**src/rtl/matmul_2x2_seq.sv**
```systemverilog
// Sequential 2x2 unsigned matrix multiplier: C = A x B through one shared MAC, 8 products per run.
// Optional macro MATMUL_SAT_EN selects saturating element writeback instead of modulo-2^DW truncation.
module matmul_2x2_seq #(
    parameter int unsigned DW = 8
) (
    input  logic          clk,
    input  logic          reset_n,
    input  logic          start,
    input  logic [DW-1:0] a11,
    input  logic [DW-1:0] a12,
    input  logic [DW-1:0] a21,
    input  logic [DW-1:0] a22,
    input  logic [DW-1:0] b11,
    input  logic [DW-1:0] b12,
    input  logic [DW-1:0] b21,
    input  logic [DW-1:0] b22,
    output logic [DW-1:0] c11,
    output logic [DW-1:0] c12,
    output logic [DW-1:0] c21,
    output logic [DW-1:0] c22,
    output logic          busy,
    output logic          done,
    output logic          ovf
);

    localparam int unsigned PW = 2 * DW;
    localparam int unsigned SW = PW + 1;
    localparam int unsigned IW = 3;
    localparam logic [SW-1:0] ELEM_MAX = SW'({DW{1'b1}});
    localparam logic [IW-1:0] IDX_LAST = IW'(7);

    typedef enum logic [1:0] {
        IDLE = 2'd0,
        MAC  = 2'd1,
        DONE = 2'd2
    } state_t;

    state_t        state;
    state_t        state_nxt;
    logic [IW-1:0] idx;
    logic [PW-1:0] acc;
    logic [DW-1:0] a_q [4];
    logic [DW-1:0] b_q [4];
    logic [DW-1:0] c_q [4];

    logic          accept;
    logic          busy_nxt;
    logic          done_nxt;
    logic [DW-1:0] op_a;
    logic [DW-1:0] op_b;
    logic [PW-1:0] prod;
    logic [SW-1:0] sum;
    logic          sum_ovf;
    logic [DW-1:0] elem;

    // Operand select: A row = idx[2], k = idx[0]; B column = idx[1]; element = idx[2:1]
    always_comb begin
        op_a    = a_q[{idx[2], idx[0]}];
        op_b    = b_q[{idx[0], idx[1]}];
        prod    = PW'(op_a) * PW'(op_b);
        sum     = SW'(acc) + SW'(prod);
        sum_ovf = (sum > ELEM_MAX);
`ifdef MATMUL_SAT_EN
        elem    = sum_ovf ? {DW{1'b1}} : sum[DW-1:0];
`else
        elem    = sum[DW-1:0];
`endif
    end

    // State register
    always_ff @(posedge clk or negedge reset_n) begin
        if (!reset_n) begin
            state <= IDLE;
        end else begin
            state <= state_nxt;
        end
    end

    // Next-state logic
    always_comb begin
        state_nxt = state;
        case (state)
            IDLE:    if (start) state_nxt = MAC;
            MAC:     if (idx == IDX_LAST) state_nxt = DONE;
            DONE:    state_nxt = IDLE;
            default: state_nxt = IDLE;
        endcase
    end

    // Output decode; busy/done are registered from the upcoming state
    always_comb begin
        accept   = 1'b0;
        busy_nxt = 1'b0;
        done_nxt = 1'b0;
        if (state == IDLE && start) accept = 1'b1;
        if (state_nxt != IDLE) busy_nxt = 1'b1;
        if (state_nxt == DONE) done_nxt = 1'b1;
    end

    // Datapath and registered outputs
    always_ff @(posedge clk or negedge reset_n) begin
        if (!reset_n) begin
            idx  <= '0;
            acc  <= '0;
            busy <= 1'b0;
            done <= 1'b0;
            ovf  <= 1'b0;
            for (int i = 0; i < 4; i++) begin
                a_q[i] <= '0;
                b_q[i] <= '0;
                c_q[i] <= '0;
            end
        end else begin
            busy <= busy_nxt;
            done <= done_nxt;
            if (accept) begin
                a_q[0] <= a11;
                a_q[1] <= a12;
                a_q[2] <= a21;
                a_q[3] <= a22;
                b_q[0] <= b11;
                b_q[1] <= b12;
                b_q[2] <= b21;
                b_q[3] <= b22;
                acc    <= '0;
                idx    <= '0;
                ovf    <= 1'b0;
            end else if (state == MAC) begin
                idx <= IW'(idx + IW'(1));
                if (!idx[0]) begin
                    acc <= prod;
                end else begin
                    c_q[idx[2:1]] <= elem;
                    acc           <= '0;
                    if (sum_ovf) ovf <= 1'b1;
                end
            end
        end
    end

    assign c11 = c_q[0];
    assign c12 = c_q[1];
    assign c21 = c_q[2];
    assign c22 = c_q[3];

endmodule

```
**config.mk**
```make
export PLATFORM = sky130hd
export DESIGN_NAME = matmul_2x2_seq
export DESIGN_NICKNAME = d
export VERILOG_FILES = /design/src/rtl/matmul_2x2_seq.sv
export SDC_FILE = /design/constraint.sdc
export NUM_CORES = 1
export LEC_CHECK = 0
export BUFFER_PORTS_ARGS = -buffer_cell sky130_fd_sc_hd__buf_2
export CELL_PAD_IN_SITES_DETAIL_PLACEMENT = 1
export CELL_PAD_IN_SITES_GLOBAL_PLACEMENT = 1
export CORE_AREA = 2 2 157 159
export DETAILED_ROUTE_END_ITERATION = 7
export DIE_AREA = 0 0 159 161
export GPL_TIMING_DRIVEN = 0
export HOLD_SLACK_MARGIN = 0.15
export PLACE_DENSITY_LB_ADDON = 0.1
export SLEW_MARGIN = 0
export SYNTH_ARGS = -nofsm -noshare
export SYNTH_HDL_FRONTEND = slang
export SYNTH_SLANG_ARGS = --single-unit
```
**constraint.sdc**
```tcl
create_clock -name clk -period 7.86 [get_ports clk]
set_clock_uncertainty 0.1 [all_clocks]
set_input_delay 0.786 -clock clk [delete_from_list [all_inputs] [get_ports clk]]
set_output_delay 0.786 -clock clk [all_outputs]
set_load 0.01 [all_outputs]
```
# Yosys cells after proc, flatten, opt, wreduce, memory -nomap -nowiden
# Cells that the tools add are included.
[word_totals]
out_inout_bits = 35
elab_cells = 66
inputBits = 67
reg_bits = 120
[op_classes]
reduce_logical = 9
n_addsub = 2
eq_ne = 3
n_lt_le_gt_ge = 5
bitwise_logic = 4
mul = 1
mux = 24
[ops]
columns = ["operator", "n"]
rows = [
  ["16-bit two-way mux", 3],
  ["8-bit two-way mux", 5],
  ["8-bit binary-select mux with 2-bit select", 2],
  ["32-bit bitwise mux", 1],
  ["16-bit by 16-bit adder with 17-bit output", 1],
  ["17-bit by 8-bit > comparator with 1-bit output, second input constant", 1],
  ["8-bit demux with 2-bit select", 1],
  ["8-bit by 8-bit multiplier with 16-bit output", 1],
  ["3-bit greater-or-equal comparator, second input constant", 3],
  ["2-bit NOT with 3-bit output", 3],
  ["2-bit nonzero test", 4],
  ["1-bit two-way mux", 7],
  ["3-bit two-way mux", 2],
  ["3-bit AND reduction", 2],
  ["2-bit two-way mux", 2],
  ["2-bit one-hot mux with 2 select lines", 1],
  ["3-bit by 1-bit adder with 3-bit output, second input constant", 1],
  ["3-bit equality test, second input constant", 1],
  ["3-bit by 1-bit less-than comparator with 1-bit output, second input constant", 1],
  ["2-bit by 1-bit equality test with 1-bit output, second input constant", 1],
  ["2-bit equality test, second input constant", 1],
  ["1-bit logical AND", 2],
  ["2-bit logical NOT", 1],
  ["1-bit NOT", 1],
]

# Depth between registers and ports, before layout
[logic_depth]
word_depth = 11
ltp_mapped = 26
depth_no_buf = 24

# Least setup slack after synthesis
# OpenSTA, ideal clock, no wires.
[synth_path]
path_kind = "reg2reg"
startpoint = "register idx[1]"
endpoint = "register ovf"
period_less_slack_ns = 6.592
setup_ns = 0.137
path_stages_with_launch = 24
arrival_ns = 6.355
t_required_ns = 7.623
n_path_buf = 1
setup_slack_ns = 1.268
cell_sequence = "dfrtp_1 > buf_2 > mux4_2 > and2_1 > fa_1 > fa_1 > fa_1 > inv_1 > fa_1 > inv_1 > ha_1 > or3_1 > o21ai_1 > a21oi_1 > a21oi_1 > xnor2_1 > ha_1 > or3_4 > a211oi_2 > a31o_1 > and4_4 > o221ai_2 > nor3_2 > a311oi_2"
[synth_between]
elab_chain_len = 9
[synth_rtl]
columns = ["element", "line_no", "rtl"]
rows = [
  ["start: declaration", "40", "logic [IW-1:0] idx;"],
  ["start signal: assignment", "129", "idx <= IW'(idx + IW'(1));"],
  ["2-bit NOT with 3-bit output (implied by the code)", "59", "op_b = b_q[{idx[0], idx[1]}];"],
  ["8-bit binary-select mux with 2-bit select", "59", ""],
  ["8-bit two-way mux (implied by the code) (2 in a row)", "59", ""],
  ["8-bit by 8-bit multiplier with 16-bit output", "60", "prod = PW'(op_a) * PW'(op_b);"],
  ["16-bit by 16-bit adder with 17-bit output", "61", "sum = SW'(acc) + SW'(prod);"],
  ["17-bit by 8-bit > comparator with 1-bit output", "62", "sum_ovf = (sum > ELEM_MAX);"],
  ["2-bit nonzero test (no source line)", "n/a", ""],
  ["3-bit AND reduction (no source line)", "n/a", ""],
  ["end signal: assignment", "107", "ovf <= 1'b0;"],
  ["end signal: assignment", "127", "ovf <= 1'b0;"],
  ["end signal: assignment", "135", "if (sum_ovf) ovf <= 1'b1;"],
  ["end: declaration", "23", "output logic ovf"],
]
# No other way between the ends. The select of a mux whose other input is x is not followed.
# A chain may end at the register's enable or synchronous reset.

# Worst setup path after layout
# Ends and elaborated chain as after synthesis.

==> out/qor.csv <==
metric,value,unit
met2_usage,0.271,
grt_overflow,0,
slew_headroom,0.220,
grt_pass1_wl,32.5,mm
diodes,0,
seq_area_frac_synth,0.386,
critPathMaxFanout,10,
synth_cell_type_count,58,
fin_crit_sh,0.934,
drc,0,
muxShareOfSynthArea,0.176,
avgViaCountPerCell,4.91,
dp_hpwl,15.2,mm
drive_gt1_frac,0.330,
syn-cell-area,7780,um^2
grt_antenna_before_repair,0,
cts_resized,0,
die_h,161,um
netlist_top_cells_count,"dfrtp_1, mux2_2, inv_1",
ys_warn_count,0,
worstSetupEndpointType,register,
post_cts_buffers,0,
clkTransAtPathRegs,0.06,ns
hp-class,in -> async,
grt_util_met3,0.0308,
synth_compound_area_frac,0.0760,
synth_top_area_share,0.386,
ys_top_cells_by_area,"dfrtp_1, mux2_2, fa_1",
critPathArrivalTime,7.53,ns
routedWlPerCell,17.6,um
status,"finished, final reports clean",
cts_htree_levels,4,
synth_area_per_cell,11.8,um^2
nNetsFinal,939,
synth_fa_ha_area_frac,0.184,
clk_path_buf_depth,2,
place_congestion,0.774,
synth_nets,818,
cap_violations,0,
vias,5477,
finalSetupViolations,0,
rows,57,
track_usage,0.162,
syn_inst,659,
fmax,0.136,GHz
die_area,25600,um^2
ios,102,
start_kind,register,
fill_cells,2690,
clk_latency,0.42,ns
port_buffers,101,
use_met1,0.216,
coreArea,24000,um^2
chipWidth,159,um
rsz0062_at_grt,no,
critPathRequiredTime,8.04,ns
grt_max_degree,73,
cts_made_buffers,17,
yosysMostFrequentCell,dfrtp_1,
cts.sinks,120,
synthXorXnorAreaFrac,0.0259,
clockRootBuffer,clkbuf_16,
synth-edff-count,0,
yosys.area_share.simple,0.111,
yosys.area.top_type,dfrtp_1,
path_class,reg -> reg,
initial_utilization,0.325,
ys.flop_type,dfrtp_1,
grt_pass1_vias,6104,
antenna_left,0,
dr.pass1.iters,4,
drt-total-wl,19.6,mm
finalHoldViolCount,0,
async_reset_ff_frac,1.00,
synth_top_family_by_area,adder cells,
cts_tree,built,
worstMarginPinSlew,1.17,ns
tns,0,ns
syn2layout_area_growth,19.1,%
synth.ff_latch_count,120,
grt-busiest-layer,met2,
drt_iter0_markers,157,
slew_viol_final,0,
period_needed,7.34,ns
ctsHoldBuffers,0,
-- path summary, 6_finish.rpt --
path | startpoint | to | slack (ns) | depth (start not counted)
min in group clk | c12[1]$_DFFE_PN0P_ | c12[1]$_DFFE_PN0P_ | 0.39 | 2
max in group asynchronous | reset_n | b_q[6]$_DFFE_PN0P_ | 6.68 | 2
hold reg to reg | c12[1]$_DFFE_PN0P_ | c12[1]$_DFFE_PN0P_ | 0.39 | 2
setup reg to reg | idx[1]$_DFFE_PN0N_ | ovf$_DFFE_PN0P_ | 0.52 | 23
setup / recovery | idx[1]$_DFFE_PN0N_ | ovf$_DFFE_PN0P_ | 0.52 | 23
hold / removal | reset_n | acc[13]$_DFFE_PN0N_ | 0.22 | 1
-- flip-flops by register name, indices dropped and copies added (netlist names) --
signal	cells
done	1
c12	8
a_q	32
c11	8
b_q	32
state	2
acc	16
ovf	1
idx	3
c21	8
busy	1
c22	8
-- metrics by stage --
stage,worst slack [ns],util,hold WS [ns],cells,cell area (um^2)
global placement,0.505,0.363,0.369,1084,8690
global route,0.00493,0.387,0.245,1116,9270
detailed placement,0.474,0.364,0.374,1085,8730
floorplan,1.27,-,0.374,659,7780
CTS,0.422,0.387,0.228,1116,9270
finish,0.517,0.387,0.220,1116,9270
-- kinds of logic after synthesis --
| kind of cell | count (synthesis) |
|---|---|
| AO/OA/AOI/OAI | 82 |
| flip-flops | 120 |
| multiplexers | 106 |
| AND/OR/NAND/NOR | 155 |
| XOR/XNOR | 23 |
| adder cells (fa/ha/maj) | 92 |
| buffers and inverters | 81 |
-- cell usage in the layout, fill, tap and decap left out, drive strengths merged, types with 3 or more instances in the layout --
cell type / instances
nor2: 19
or3: 5
a22o: 16
clkbuf: 24
a21o: 4
fa: 37
mux2i: 4
nand2: 36
nor3: 13
and2: 55
nor2b: 3
dfrtp: 120
xor2: 5
o21ai: 17
a211oi: 6
nand3: 8
a21oi: 21
nand2b: 3
clkinvlp: 5
mux2: 86
mux4: 16
inv: 73
buf: 111
xnor2: 18
ha: 55
-- metal layers --
metal  up-vias  part of all wire
li1       2531                 -
met1      2871              0.47
met2        64              0.49
met3        11             0.025
met4         0            0.0082
met5         -                 0
-- worst max-delay path: stages (launching register included) --
cell and delay, ns:
dfrtp_1 0.52, buf_2 0.42, mux4_2 0.67, and2_1 0.22, fa_1 0.53, inv_1 0.05
fa_1 0.48, fa_1 0.54, fa_1 0.54, inv_1 0.04, ha_1 0.34, or2_1 0.24
a21oi_1 0.20, a211oi_1 0.11, nor3_1 0.23, xnor2_1 0.20, ha_1 0.34, or3_4 0.36
a211oi_1 0.25, a31oi_1 0.08, a211oi_2 0.28, o221ai_2 0.14, nor3_2 0.19, a311oi_2 0.12
-- area by class of cell --
cell class              instances  area, um^2  area share
clock inverters                14         113      0.0122
repair buffers                102         539      0.0582
plain buffers                  16        82.6     0.00891
inverters                      65         244      0.0263
flip-flops and latches        120        3000       0.324
well taps                     324         405      0.0438
clock buffers                  17         425      0.0459
multi-input cells             458        4450       0.481
Power is not shown: default switching activity piles up to over one toggle a cycle in this logic, so the estimate is an artifact.
